File: config.mk
export PLATFORM = sky130hd
export DESIGN_NAME = seg7_scan_rx
export DESIGN_NICKNAME = d
export VERILOG_FILES = /design/src/rtl/seg7_scan_rx.sv
export SDC_FILE = /design/constraint.sdc
export NUM_CORES = 1
export LEC_CHECK = 0
export ABC_AREA = 1
export CAP_MARGIN = 15
export CORE_MARGIN = 5
export CORE_UTILIZATION = 59
export DETAILED_ROUTE_END_ITERATION = 10
export PLACE_DENSITY = 0.84
export SLEW_MARGIN = 10
export SYNTH_ARGS = -nofsm -noshare
export SYNTH_HDL_FRONTEND = slang
export SYNTH_SLANG_ARGS = --single-unit
File: constraint.sdc
create_clock -name clk -period 3.4 [get_ports clk]
set_clock_uncertainty 0.1 [all_clocks]
set_input_delay 0.85 -clock clk [delete_from_list [all_inputs] [get_ports clk]]
set_output_delay 0.85 -clock clk [all_outputs]
set_load 0.005 [all_outputs]
File: src/rtl/seg7_scan_rx.sv
// seg7_scan_rx: receiver for a multiplexed, active-low 4-digit seven-segment bus.
// A digit is accepted after STABLE_CNT identical samples. Its pattern is decoded
// back to a hex nibble. Complete frames are offered on a valid/ready handshake.
//
// Parameters:
//   STABLE_CNT   identical consecutive samples needed to accept a digit (2..15)
// Ports:
//   clk          system clock, rising edge
//   rst          synchronous active-high reset
//   seg_i[6:0]   segment lines, active-low, {g,f,e,d,c,b,a}
//   an_i[3:0]    digit anodes, active-low, an_i[3] = most significant digit
//   dp_i         decimal point, active-low (SEG7_SCAN_RX_DP_EN only)
//   ready_i      consumer takes the held frame when high with valid_o
//   value_o      held frame, digit n in nibble n
//   valid_o      a frame is held until it is accepted
//   err_o        held frame contains an unrecognised pattern
//   digit_err_o  per-digit unrecognised-pattern flags of the held frame
//   dp_o[3:0]    per-digit decimal points, active-high (SEG7_SCAN_RX_DP_EN only)
//   overrun_o    sticky: a completed frame was dropped; cleared only by rst
// Build option: define SEG7_SCAN_RX_DP_EN to add decimal-point capture.

module seg7_scan_rx #(
    parameter int STABLE_CNT = 4
) (
    input  logic        clk,
    input  logic        rst,
    input  logic [6:0]  seg_i,
    input  logic [3:0]  an_i,
`ifdef SEG7_SCAN_RX_DP_EN
    input  logic        dp_i,
`endif
    input  logic        ready_i,
    output logic [15:0] value_o,
    output logic        valid_o,
    output logic        err_o,
    output logic [3:0]  digit_err_o,
`ifdef SEG7_SCAN_RX_DP_EN
    output logic [3:0]  dp_o,
`endif
    output logic        overrun_o
);

    localparam logic [3:0] STABLE    = 4'(STABLE_CNT);
    localparam logic [3:0] STABLE_M1 = 4'(STABLE_CNT - 1);

    // The whole bus is compared for stability, so a segment glitch on the
    // same digit restarts the count just like a digit change does.
`ifdef SEG7_SCAN_RX_DP_EN
    localparam int SW = 12;
    logic [SW-1:0] sample;
    assign sample = {dp_i, an_i, seg_i};
`else
    localparam int SW = 11;
    logic [SW-1:0] sample;
    assign sample = {an_i, seg_i};
`endif
    localparam logic [SW-1:0] BLANK = '1;

    typedef enum logic {
        EMPTY,
        FULL
    } state_t;

    state_t        state;
    logic [SW-1:0] prev;
    logic [3:0]    cnt;
    logic [3:0]    cnt_nxt;
    logic [3:0]    mask;
    logic [15:0]   slot_val;
    logic [3:0]    slot_err;
`ifdef SEG7_SCAN_RX_DP_EN
    logic [3:0]    slot_dp;
`endif

    logic          legal;
    logic [1:0]    sel;
    logic [3:0]    hot;
    logic          same;
    logic          capture;
    logic          frame_done;
    logic [3:0]    nib;
    logic          bad;

    // Exactly one anode low selects a digit; blank and ghost states are
    // treated as illegal samples.
    always_comb begin
        legal = 1'b1;
        sel   = 2'd0;
        case (an_i)
            4'b1110: sel = 2'd0;
            4'b1101: sel = 2'd1;
            4'b1011: sel = 2'd2;
            4'b0111: sel = 2'd3;
            default: legal = 1'b0;
        endcase
    end

    assign hot = legal ? ~an_i : 4'b0000;

    // Segment pattern back to nibble; 9 is accepted with or without its
    // bottom segment lit.
    always_comb begin
        nib = 4'h0;
        bad = 1'b0;
        case (seg_i)
            7'b1000000: nib = 4'h0;
            7'b1111001: nib = 4'h1;
            7'b0100100: nib = 4'h2;
            7'b0110000: nib = 4'h3;
            7'b0011001: nib = 4'h4;
            7'b0010010: nib = 4'h5;
            7'b0000010: nib = 4'h6;
            7'b1111000: nib = 4'h7;
            7'b0000000: nib = 4'h8;
            7'b0010000: nib = 4'h9;
            7'b0011000: nib = 4'h9;
            7'b0001000: nib = 4'hA;
            7'b0000011: nib = 4'hB;
            7'b1000110: nib = 4'hC;
            7'b0100001: nib = 4'hD;
            7'b0000110: nib = 4'hE;
            7'b0001110: nib = 4'hF;
            default:    bad = 1'b1;
        endcase
    end

    assign same = (sample == prev);

    always_comb begin
        cnt_nxt = cnt;
        if (!legal) begin
            cnt_nxt = 4'd0;
        end else if (!same) begin
            cnt_nxt = 4'd1;
        end else if (cnt != STABLE) begin
            cnt_nxt = cnt + 4'd1;
        end
    end

    // Fires only on the edge the counter climbs into saturation, so a
    // digit held indefinitely is captured once.
    assign capture    = legal && same && (cnt == STABLE_M1);
    assign frame_done = &mask;

    // Capture path: runs every cycle regardless of the output state.
    always_ff @(posedge clk) begin
        if (rst) begin
            prev     <= BLANK;
            cnt      <= 4'd0;
            mask     <= 4'b0000;
            slot_val <= 16'h0000;
            slot_err <= 4'b0000;
`ifdef SEG7_SCAN_RX_DP_EN
            slot_dp  <= 4'b0000;
`endif
        end else begin
            prev <= sample;
            cnt  <= cnt_nxt;
            mask <= (frame_done ? 4'b0000 : mask) | (capture ? hot : 4'b0000);
            if (capture) begin
                slot_val[{sel, 2'b00} +: 4] <= nib;
                slot_err[sel]               <= bad;
`ifdef SEG7_SCAN_RX_DP_EN
                slot_dp[sel]                <= ~dp_i;
`endif
            end
        end
    end

    // Output FSM: a completed mask is published one edge later. In FULL the
    // frame is only replaced when the held one is taken in the same cycle;
    // otherwise it is dropped and flagged.
    always_ff @(posedge clk) begin
        if (rst) begin
            state       <= EMPTY;
            value_o     <= 16'h0000;
            valid_o     <= 1'b0;
            err_o       <= 1'b0;
            digit_err_o <= 4'b0000;
            overrun_o   <= 1'b0;
`ifdef SEG7_SCAN_RX_DP_EN
            dp_o        <= 4'b0000;
`endif
        end else begin
            case (state)
                EMPTY: begin
                    if (frame_done) begin
                        state       <= FULL;
                        valid_o     <= 1'b1;
                        value_o     <= slot_val;
                        digit_err_o <= slot_err;
                        err_o       <= |slot_err;
`ifdef SEG7_SCAN_RX_DP_EN
                        dp_o        <= slot_dp;
`endif
                    end
                end
                FULL: begin
                    if (frame_done) begin
                        if (ready_i) begin
                            valid_o     <= 1'b1;
                            value_o     <= slot_val;
                            digit_err_o <= slot_err;
                            err_o       <= |slot_err;
`ifdef SEG7_SCAN_RX_DP_EN
                            dp_o        <= slot_dp;
`endif
                        end else begin
                            overrun_o <= 1'b1;
                        end
                    end else if (ready_i) begin
                        state   <= EMPTY;
                        valid_o <= 1'b0;
                    end
                end
                default: begin
                    state   <= EMPTY;
                    valid_o <= 1'b0;
                end
            endcase
        end
    end

endmodule

== After elaboration in Yosys (flattened, before gate mapping) ==
Index checks and enable logic that the tools add are counted.
W data, S select, Z words.
Operators by class
  add/subtract/negate cells: 2
  reductions and logical operators: 14
  equality and inequality tests: 27
  bitwise logic cells: 6
  $lt $le $gt $ge: 2
  shift-type cells: 2
  muxes and demuxes: 34
Operator list (count)
  $pmux W4 S15: 1
  $mux W16: 3
  $pmux W16 S2: 1
  $eq A7 B5 Y1 const B: 4
  $eq A7 B7 Y1 const B: 4
  $mux W4: 6
  $eq A7 B6 Y1 const B: 3
  $reduce_or A17 Y1: 1
  $bwmux W16: 1
  $shift A4 B6 Y16 const A: 1
  $shiftx A4 B6 Y16: 1
  $mux W1: 15
  $eq A7 B2 Y1 const B: 2
  $eq A7 B4 Y1 const B: 2
  $eq A4 B4 Y1 const B: 3
  $eq A11 B11 Y1: 1
  $pmux W4 S2: 1
  $reduce_or A4 Y1: 2
  $eq A7 B3 Y1 const B: 1
  $logic_not A7 Y1: 1
  $neg A4 Y6: 1
  $pmux W1 S2: 3
  $pmux W2 S3: 1
  $reduce_and A6 Y1: 1
  other kinds (19): 27
Word-level totals
  word-level logic and storage cells: 99
  register bits after elaboration: 63

== Depth between registers and ports, before layout ==
  depth in word-level cells: 7
  depth in mapped cells: 13
  depth with buffers taken out: 12

== Worst setup path before layout ==
OpenSTA, ideal clock, no wires.
  kind: input to register
  start point: input an_i[1]
  end point: register slot_val[2]
  stages: 13
  setup slack: 0.832 ns
  arrival: 2.403 ns
  setup time: 0.065 ns
  data required time: 3.235 ns
  cells stage by stage: nand2_1 -> inv_1 -> nand3_1 -> nand2_1 -> inv_1 -> ha_1 -> buf_1 -> inv_1 -> nor2_1 -> nand2_1 -> nand2_1 -> o21ai_1 -> nor2_1
On the way
  cells in the longest elaborated chain, start to end: 5
Ends and longest elaborated chain
  from (decl): line 28  | input logic [3:0] an_i,
  $eq A4 B3 Y1 or $eq A4 B4 Y1 (tied branches): line 89  | case (an_i)
  $pmux W2 S3 or $reduce_or A4 Y1 (tied branches)
  $neg A4 Y6 or $mux W1 (tied branches): line 161, 89
  $shiftx A4 B6 Y16, or another cell as far along: line 161  | slot_val[{sel, 2'b00} +: 4] <= nib;
  $bwmux W16 or $logic_and A1 B1 Y1 (tied branches): line 161, 142
  to (signal, indexed assignment): line 161
  to (decl): line 69  | logic [15:0] slot_val;
Parallel ways exist; a longest one is shown, timed or not.
A chain may end at the register's enable or synchronous reset.

== Worst setup path in the final report ==
  start point: input an_i[2]
  end point: register slot_val[3]
The elaborated chain is that of the path after synthesis.

==> metrics.csv <==
stage;metric;value;unit
floorplan;die_x;81.27;um
logic_synthesis;netlist.area_leader.share;0.4209;
critical_path;cp.arrival;2.94;ns
critical_path;cp_top_family;buffers and inverters;
drt;drcViolationCount;0;
power;p_sw;0.0003783;W
critical_path;critPathBufInv;3;
floorplan;dieArea;6604;sq um
power;p_clk_frac;0.440;
timing;finalHoldViolations;0;
power;p_comb_frac;0.076;
logic_synthesis;synth_top_family_by_area;simple AND/OR/NAND/NOR gates;
critical_path;critPathKind;in2reg;
cells_and_area;drive_gt1_frac;0.1017;
logic_synthesis;synth-seq-area-share;0.4209;
clocking;ctsHoldBuffers;0;
logic_synthesis;synth-seq-cells;63;
floorplan;coreArea;5010;sq um
timing;fmax;0.3568;GHz
critical_path;crit_path_end_kind;flop;
critical_path;cp_slowest_cell;clkdlybuf4s50_1;
timing;worst_pin_slew;0.6055;ns
floorplan;ioPinCount;37;
logic_synthesis;muxShareOfSynthArea;0;
timing;setup_viol;0;
timing;min_period;2.802;ns
drt;viasPerCell;5.089;
run_status;status;finished, final reports clean;
placed_design;portBuffers;36;
drt;wirelength;6434;um
drt;vias;2809;
logic_synthesis;synthSimpleGateAreaFrac;0.3850;
cells_and_area;antenna_cells;0;
clocking;cts_max_level;3;
floorplan;start_util;0.5982;
logic_synthesis;yosys-top-cells-area;dfxtp_1, nand2_1, nor2_1;
logic_synthesis;synth-compound-area-share;0.08559;
power;p_per_area;423.5;nW/um^2
cells_and_area;final_common_cell;nand2_1;
logic_synthesis;syn-instance-count;436;
floorplan;num_rows;26;
timing;tns;0;ns
power;leakage;1.640;nW
critical_path;crit_chain;clkdlybuf4s50_1, inv_1, nand2_1, nor2_1, nor2_2, ha_1, clkinv_1, nor3_4, nand2_1, o21ai_1, nor2_1;
critical_path;startpoint_type;input pin;
cells_and_area;syn2layout_area_growth;21.80;%
clocking;cts_buffer_depth;2;
timing;relSlewSlack;0.5959;
clocking;cts_sinks;63;
clocking;cts-resized-gates;0;
timing;post-route-period-util;0.8243;
clocking;clkSlewWorstSetupHoldPaths;0.07;ns
power;switching_share;0.2447;
grt;antenna_found_initial;0;
critical_path;cp.required;3.53;ns
logic_synthesis;synth_warnings;0;
clocking;cts_root_buf;clkbuf_8;
flow_run;max_cap_viol_count;0;
logic_synthesis;netlist.top_cell.by_area;dfxtp_1;
placed_design;dp_cells;536;
floorplan;die_y;81.27;um
clocking;cts_tree;built;
grt;grt-ovfl-total;0;
power;ir_drop;0.3060;mV
critical_path;crit_fanout;9;
drt;first_pass_iters;5;
power;seqPwrFrac;0.484;
hold_path;hp-class;reg2reg;
grt;grtUsageTotal;0.2161;
timing;drv_slew;0;
drt;final_antenna_net_count;0;
logic_synthesis;synthXorXnorAreaFrac;0.02338;
logic_synthesis;yosysUniqueCellTypes;29;
logic_synthesis;syn_area_per_cell;6.873;sq um
cells_and_area;fin_nets;497;
logic_synthesis;yosys.area_share.adder;0.02505;
logic_synthesis;synth_nets;456;
drt;wire_per_inst;11.66;um
power;p_int;0.001167;W
logic_synthesis;netlist_area;2997;sq um
drt;drtIter0Drc;160;
grt;grt_pass1_wl;11010;um
critical_path;max_stage_delay;0.56;ns
clocking;cts_buffers;9;
timing;grt_setup_unrepaired;no;
cells_and_area;finalNonFillerCells;552;
cells_and_area;fill_cells;432;
grt;grt_max_degree;25;
clocking;cts_setup_buffers;0;
placed_design;gp_congestion;0.9776;
placed_design;dp_hpwl;4618;um
cells_and_area;final_cell_mix;nand2_1, nor2_1, dfxtp_1, clkdlybuf4s50_1, inv_1;
clocking;insertion_delay;0.34;ns
grt;grt_pass1_vias;2633;
metrics by stage:
| step | hold slack, ns | power (W) | util | area (sq um) | setup slack [ns] |
|---|---|---|---|---|---|
| floorplan | 0.3440 | 0.0008400 | - | 2997 | 0.8315 |
| global placement | 0.3522 | 0.0008779 | 0.6868 | 3441 | 0.3369 |
| detailed placement | 0.3555 | 0.0008812 | 0.6868 | 3441 | 0.2425 |
| CTS | 0.3661 | 0.001555 | 0.7285 | 3650 | 0.6191 |
| global route | 0.3878 | 0.001608 | 0.7285 | 3650 | 0.3400 |
| finish | 0.3639 | 0.001546 | 0.7285 | 3650 | 0.5975 |
state kept, by name (all words and copies together) (netlist names):
register / cells
slot_val: 16
valid_o: 1
mask: 4
slot_err: 4
value_o: 16
prev: 11
err_o: 1
digit_err_o: 4
state: 1
overrun_o: 1
cnt: 4
synthesized netlist by cell type:
| library cell | number |
|---|---|
| dfxtp_1 | 63 |
| inv_2 | 8 |
| nor3_4 | 1 |
| nor3_1 | 6 |
| or2_1 | 1 |
| nor3_2 | 1 |
| nand4_4 | 1 |
| nor2_4 | 5 |
| nand3_1 | 16 |
| nand2_4 | 2 |
| o21ai_1 | 3 |
| o211ai_1 | 1 |
| a21oi_2 | 1 |
| nor2_2 | 3 |
| ha_1 | 6 |
| nand3b_1 | 1 |
| nand4_1 | 5 |
| clkbuf_1 | 10 |
| a21oi_1 | 23 |
| clkinv_1 | 2 |
| nor2_1 | 93 |
| xnor2_1 | 7 |
| inv_1 | 27 |
| buf_1 | 1 |
| o21ai_0 | 22 |
| nor2_8 | 1 |
| nand2_2 | 6 |
| xor2_1 | 1 |
| nand2_1 | 119 |
kinds of logic after synthesis:
kind of cell,after synthesis
AO/OA/AOI/OAI,50
adder cells (fa/ha/maj),6
flip-flops,63
AND/OR/NAND/NOR,261
buffers and inverters,48
XOR/XNOR,8
worst paths after layout:
| path | from | to | slack (ns) | cells past startpoint |
|---|---|---|---|---|
| min reg2reg | valid_o$_SDFFE_PP0P_ | valid_o$_SDFFE_PP0P_ | 0.36 | 2 |
| max | an_i[2] | slot_val[3]$_SDFFE_PP0P_ | 0.60 | 11 |
| max reg2reg | prev[1]$_SDFF_PP1_ | slot_val[7]$_SDFFE_PP0P_ | 1.68 | 11 |
| min | valid_o$_SDFFE_PP0P_ | valid_o$_SDFFE_PP0P_ | 0.36 | 2 |
metal layers:
metal,share of wire,global-route usage
met1,0.47,0.2528
met2,0.47,0.3567
met3,0.047,0.06430
met4,0.020,0.1098
met5,0,0
power by group through the flow:
stage | combinational, W | clock (W) | sequential, W
global placement | 0.000112 | 0 | 0.000766
finish | 0.000117 | 0.000680 | 0.000749
detailed placement | 0.000115 | 0 | 0.000766
global route | 0.000130 | 0.000728 | 0.000749
floorplan | 0.0000749 | 0 | 0.000765
CTS | 0.000116 | 0.000690 | 0.000749
worst min-delay path: stages (launching register included):
cell and delay, ns:
dfxtp_1 0.31, nand2_1 0.06, a21oi_1 0.05
final cells by class:
type                    instances  area (sq um)  area share
clock inverters                 4         53.80     0.01474
repair buffers                 41         397.9      0.1090
clock buffers                  12         155.1     0.04251
well taps                      70         87.58     0.02400
multi-input cells             325          1555      0.4261
inverters                      37         138.9     0.03805
flip-flops and latches         63          1261      0.3456
(Power assumes the default switching activity.)
